[config.mk]
export PLATFORM = sky130hd
export DESIGN_NAME = noc_port_arbiter
export DESIGN_NICKNAME = d
export VERILOG_FILES = /design/src/rtl/noc_port_arbiter_pkg.sv /design/src/rtl/noc_rr_arbiter.sv /design/src/rtl/noc_port_arbiter.sv
export SDC_FILE = /design/constraint.sdc
export NUM_CORES = 1
export LEC_CHECK = 0
export CORE_MARGIN = 2
export CORE_UTILIZATION = 44
export DETAILED_ROUTE_END_ITERATION = 16
export GPL_TIMING_DRIVEN = 0
export MAX_ROUTING_LAYER = met4
export PLACE_DENSITY = 0.87
export SLEW_MARGIN = 40
export SYNTH_ARGS = -nofsm -noshare
export SYNTH_HDL_FRONTEND = slang
export SYNTH_SLANG_ARGS = --single-unit
[constraint.sdc]
create_clock -name noc_clk -period 8.7 [get_ports noc_clk]
set_input_delay 1.305 -clock noc_clk [delete_from_list [all_inputs] [get_ports noc_clk]]
set_output_delay 1.305 -clock noc_clk [all_outputs]
set_load 0.02 [all_outputs]
[src/rtl/noc_port_arbiter_pkg.sv]
// rtl/noc_port_arbiter_pkg.sv - shared NoC widths, arbiter state encoding and round-robin helper
package noc_port_arbiter_pkg;

    localparam int NOC_DATA_WIDTH = 32;
    localparam int NOC_NUM_REQ    = 4;

    typedef enum logic [0:0] {
        ST_IDLE   = 1'b0,
        ST_LOCKED = 1'b1
    } arb_state_e;

    // Index following idx, wrapping at n-1 back to 0.
    function automatic int rr_next(input int idx, input int n);
        return (idx + 1 >= n) ? 0 : idx + 1;
    endfunction

endpackage

[src/rtl/noc_rr_arbiter.sv]
// rtl/noc_rr_arbiter.sv - combinational round-robin one-hot grant starting at a pointer
module noc_rr_arbiter
    import noc_port_arbiter_pkg::*;
#(
    parameter int NUM_REQ = NOC_NUM_REQ,
    localparam int IDX_W  = (NUM_REQ > 1) ? $clog2(NUM_REQ) : 1
) (
    input  logic [NUM_REQ-1:0] req,        // eligible requesters
    input  logic [IDX_W-1:0]   ptr,        // highest-priority index this cycle
    output logic [NUM_REQ-1:0] grant,      // one-hot winner
    output logic [IDX_W-1:0]   grant_idx,  // encoded winner
    output logic               grant_any   // some requester won
);

    always_comb begin
        int               idx;
        logic [IDX_W-1:0] idx_v;
        grant     = '0;
        grant_idx = '0;
        grant_any = 1'b0;
        idx       = 0;
        idx_v     = '0;
        for (int i = 0; i < NUM_REQ; i++) begin
            idx = int'(ptr) + i;
            if (idx >= NUM_REQ) begin
                idx = idx - NUM_REQ;
            end
            idx_v = IDX_W'(idx);
            if (!grant_any && req[idx_v]) begin
                grant_any    = 1'b1;
                grant[idx_v] = 1'b1;
                grant_idx    = idx_v;
            end
        end
    end

endmodule

[src/rtl/noc_port_arbiter.sv]
// rtl/noc_port_arbiter.sv - packet-locking round-robin arbiter of NUM_REQ flit streams onto one link
module noc_port_arbiter
    import noc_port_arbiter_pkg::*;
#(
    parameter int NUM_REQ = NOC_NUM_REQ,
    parameter int DATA_W  = NOC_DATA_WIDTH,
    localparam int IDX_W  = (NUM_REQ > 1) ? $clog2(NUM_REQ) : 1
) (
    input  logic                      noc_clk,
    input  logic                      rst,              // synchronous, active-high
    input  logic [NUM_REQ-1:0]        req_valid,
    output logic [NUM_REQ-1:0]        req_ready,
    input  logic [NUM_REQ*DATA_W-1:0] req_flit,         // requester i at [i*DATA_W +: DATA_W]
    input  logic [NUM_REQ-1:0]        req_is_header,
    input  logic [NUM_REQ-1:0]        req_is_tail,
    output logic                      sender_valid,
    input  logic                      sender_ready,
    output logic [DATA_W-1:0]         sender_flit,
    input  logic                      sender_vc_ready,  // downstream VC can start a packet
    output logic                      sender_is_header,
    output logic                      sender_is_tail,
    output logic [IDX_W-1:0]          owner,            // current or last granted requester
    output logic                      busy,             // packet locked
    output logic                      protocol_err      // sticky until rst
);

    arb_state_e         state_q, state_d;
    logic [IDX_W-1:0]   rr_ptr_q, rr_ptr_d;
    logic [IDX_W-1:0]   owner_d, acc_idx;
    logic               cool_q, cool_d;
    logic               accept, err_set, slot_free;
    logic [NUM_REQ-1:0] hdr_req, grant;
    logic [IDX_W-1:0]   grant_idx;
    logic               grant_any;

    assign slot_free = !sender_valid || sender_ready;
    assign hdr_req   = req_valid & req_is_header;
    assign busy      = (state_q == ST_LOCKED);

    noc_rr_arbiter #(.NUM_REQ(NUM_REQ)) u_rr (
        .req       (hdr_req),
        .ptr       (rr_ptr_q),
        .grant     (grant),
        .grant_idx (grant_idx),
        .grant_any (grant_any)
    );

    always_comb begin
        state_d   = state_q;
        rr_ptr_d  = rr_ptr_q;
        owner_d   = owner;
        acc_idx   = owner;
        cool_d    = 1'b0;
        accept    = 1'b0;
        err_set   = 1'b0;
        req_ready = '0;
        if (!rst) begin
            case (state_q)
                ST_IDLE: begin
                    err_set = |(req_valid & ~req_is_header);
                    // cool_q leaves one dead cycle after a locked packet closes,
                    // so a new multi-flit packet never starts right on a tail.
                    if (!cool_q && sender_vc_ready && slot_free && grant_any) begin
                        req_ready = grant;
                        accept    = 1'b1;
                        acc_idx   = grant_idx;
                        owner_d   = grant_idx;
                        if (req_is_tail[grant_idx]) begin
                            rr_ptr_d = IDX_W'(rr_next(int'(grant_idx), NUM_REQ));
                        end else begin
                            state_d = ST_LOCKED;
                        end
                    end
                end
                ST_LOCKED: begin
                    if (slot_free) begin
                        req_ready[owner] = 1'b1;
                        if (req_valid[owner]) begin
                            accept  = 1'b1;
                            // A stray header inside a packet is still forwarded.
                            err_set = req_is_header[owner];
                            if (req_is_tail[owner]) begin
                                state_d  = ST_IDLE;
                                rr_ptr_d = IDX_W'(rr_next(int'(owner), NUM_REQ));
                                cool_d   = 1'b1;
                            end
                        end
                    end
                end
                default: state_d = ST_IDLE;
            endcase
        end
    end

    always_ff @(posedge noc_clk) begin
        if (rst) begin
            state_q          <= ST_IDLE;
            rr_ptr_q         <= '0;
            owner            <= '0;
            cool_q           <= 1'b0;
            sender_valid     <= 1'b0;
            sender_flit      <= '0;
            sender_is_header <= 1'b0;
            sender_is_tail   <= 1'b0;
            protocol_err     <= 1'b0;
        end else begin
            state_q      <= state_d;
            rr_ptr_q     <= rr_ptr_d;
            owner        <= owner_d;
            cool_q       <= cool_d;
            protocol_err <= protocol_err | err_set;
            if (accept) begin
                sender_valid     <= 1'b1;
                sender_flit      <= req_flit[int'(acc_idx)*DATA_W +: DATA_W];
                sender_is_header <= req_is_header[acc_idx];
                sender_is_tail   <= req_is_tail[acc_idx];
            end else if (sender_ready) begin
                sender_valid <= 1'b0;
            end
        end
    end

endmodule

==> flow_summary.yaml <==
sta:
  fin_tns_setup_ps: 0
  layout_min_cycle_time_ps: 5560
  hold_viol_final: 0
  skew_ps: 9.67
  worst_slack_ps: 3140
  slew_headroom_pct: 51.8
  fin_crit_sh_pct: 63.9
  worst_slew_pin_slew_ps: 719
  fmax_mhz: 180
  setup_viol: 0
  maxSlewViolCount: 0
  whs_ps: 490
  rsz0062_at_grt: "false"
logic_synthesis:
  synth_edf_count: 0
  synth_xor_area_share_pct: 0.240
  ys_seq_elements: 42
  synthFlopType: "dfxtp_1"
  synth-adder-area-share_pct: 4.45
  syn_area_per_cell_um2: 8.87
  yosysSeqAreaShare_pct: 23.0
  yosysTopAreaCell: "dfxtp_1"
  yosysMostFrequentCell: "o21ai_0"
  synth_compound_area_share_pct: 40.6
  yosys-top-cells-area: "dfxtp_1 23%, mux2_4 12%, a221o_1 9.6%"
  synth_area_um2: 3650
  synth.distinct_cells: 58
  synth_nets: 569
  synth_mux_area_share_pct: 17.0
  synthCells: 412
  synth_top_area_share_pct: 23.0
  yosys_warnings: 0
  synth_top_family_by_area: "compound AO/OA/AOI/OAI gates"
  synth_common_cells: "46 x o21ai_0, 44 x a21oi_1, 42 x dfxtp_1"
  synthSimpleGateAreaFrac_pct: 8.90
  ys_async_sr_fraction_pct: 0
critical_path:
  worstSetupPathType: "input pin to primary output"
  cp-start-kind: "input pin"
  path_max_fanout: 9
  cp_top_family: "buffers and inverters"
  cp_slowest_cell: "clkdlybuf4s50_1"
  critPathMostFrequentCell: "clkdlybuf4s50_1"
  crit_required_ps: 7390
  cp-end-kind: "primary output"
  cp_data_arrival_time_ps: 4260
  critPathMaxStageDelay_ps: 630
  critical_path_buf_inv_count: 3
  cp_cell_sequence: "clkdlybuf4s50_1 > and2_1 > buf_2 > or4_1 > and3_1 > nor2_1 > a22oi_1 > a21oi_1 > clkdlybuf4s50_1"
drt:
  wirelength_um: 13100
  drt_iter0_drc: 314
  via_count: 4305
  dr.pass1.iters: 5
  via_per_inst: 6.05
  wl_per_cell_um: 18.4
  antenna_left: 0
  drc: 0
clock_tree:
  clockBufferDepth: 2
  clk_pin_slew_ps: 90
  h-tree-depth: 2
  cts-hold-fix-buffers: 0
  clk_latency_ps: 300
  cts_tree: "done"
  postCtsSetupBuffers: 0
  cts_inserted_buffers: 5
  root_buffer: "clkbuf_8"
  cts_resized: 0
  cts_sinks: 42
place:
  dp_hpwl_um: 10100
  pre_cts_ws_ps: 3180
  port-buffer-count: 186
  dpl_cell_area_um2: 5650
  gp_congestion: 0.966
die:
  start_util_pct: 44.9
  die-area_um2: 9050
  rows: 33
  ios: 187
  die_x_um: 95.1
  die_y_um: 95.1
  coreArea_um2: 8130
pwr:
  p_per_area_nw_per_um2: 186
  peakVddDrop_v: 0.000117
  cellLeakagePower_nw: 2.16
global_routing:
  grt_pass1_wl_um: 20200
  antenna_found_initial: 0
  grt_pass1_vias: 4245
  grt_max_degree: 15
  grtUsageTotal_pct: 28.7
  overflow: 0
run:
  drv_cap: 0
finish:
  diodes: 0
  finish.instance_area_um2: 5760
  drive_gt1_share_pct: 10.9
  areaGrowthSynthToFinish_pct: 57.8
  fin_nets: 763
hold_path:
  hp-class: "register to register"
status:
  status: "complete, no violations"
## report_power, final
part	leakage (nW)	switching (mW)	internal, mW
sequential	0.345	0.0279	0.231
combinational	1.76	0.345	0.309
clock	0.0585	0.0757	0.0862
total	2.16	0.448	0.625
## worst paths after layout
path / start / to / slack, ps / cells past startpoint
worst min-delay path: sender_flit[2] / sender_flit[2] / 490 / 1
worst min register to register: sender_flit[2] / sender_flit[2] / 490 / 1
worst max-delay path: req_is_header[1] / req_ready[3] / 3140 / 9
worst max register to register: rr_ptr_q[0] / sender_flit[4] / 4330 / 14
## cells in the final DEF (no fill, tap or decap), drive strengths merged, types with 3 or more instances in the layout
cell,count
and2,3
clkbuf,34
inv,12
o21ai,47
nand3,6
mux4,3
a22oi,8
a211oi,4
o31ai,3
mux2,34
nand4,3
mux2i,5
nor2b,3
a221o,35
nand2b,4
ha,13
dfxtp,42
nor2,12
and3,5
buf,9
a31oi,4
a21oi,44
nand2,15
a221oi,6
nor3,4
o211ai,35
clkdlybuf4s50,186
## layout make-up
type,instances,area (µm²)
Buffer,37,170
Clock buffer,5,68.8
Clock inverter,3,43.8
Fill cell,626,2370
Inverter,11,41.3
Multi-Input combinational cell,322,2600
Sequential cell,42,841
Tap cell,105,131
Timing Repair Buffer,187,1870
## layer usage
metal,track usage (%),vias up,routed length [µm],share of wire [%]
met5,-,-,0,0
met4,8.70,0,219,1.7
met3,5.14,22,1060,8.1
met2,47.8,246,6670,51
met1,35.4,2005,5180,39
li1,-,2032,-,-
## worst reg2reg max path, stage by stage (launching register included)
cell and delay (ps):
dfxtp_1 430, clkbuf_1 390, inv_1 170, buf_2 260
ha_1 360, buf_2 190, and3_1 170, o221ai_1 430
mux2i_4 150, buf_4 210, o31ai_2 630, clkbuf_1 470
o211ai_1 140, a21oi_1 200, a221o_1 130
## stage by stage
stage               total power [mW]  cells  utilization, %
finish                          1.07    712            70.9
global route                    1.14    712            70.9
CTS                             1.07    711            70.8
detailed placement             0.904    703            69.4
global placement               0.891    703            69.4
floorplan                      0.666    412               -
## kinds of logic (layout without fill, tap and decap cells)
logic type | count (synthesis) | in the layout
fa+ha+maj | 13 | 13
compound gates | 205 | 205
xor+xnor | 1 | 1
flops | 42 | 42
mux | 42 | 42
simple gates | 61 | 61
buf+inv | 48 | 243
## sequential cells by signal, indices dropped and copies added, names as in the netlist
signal / flops
owner: 2
rr_ptr_q: 2
sender_is_tail: 1
sender_flit: 32
busy: 1
sender_valid: 1
cool_q: 1
sender_is_header: 1
protocol_err: 1
Power figures use the tool's default switching activity.
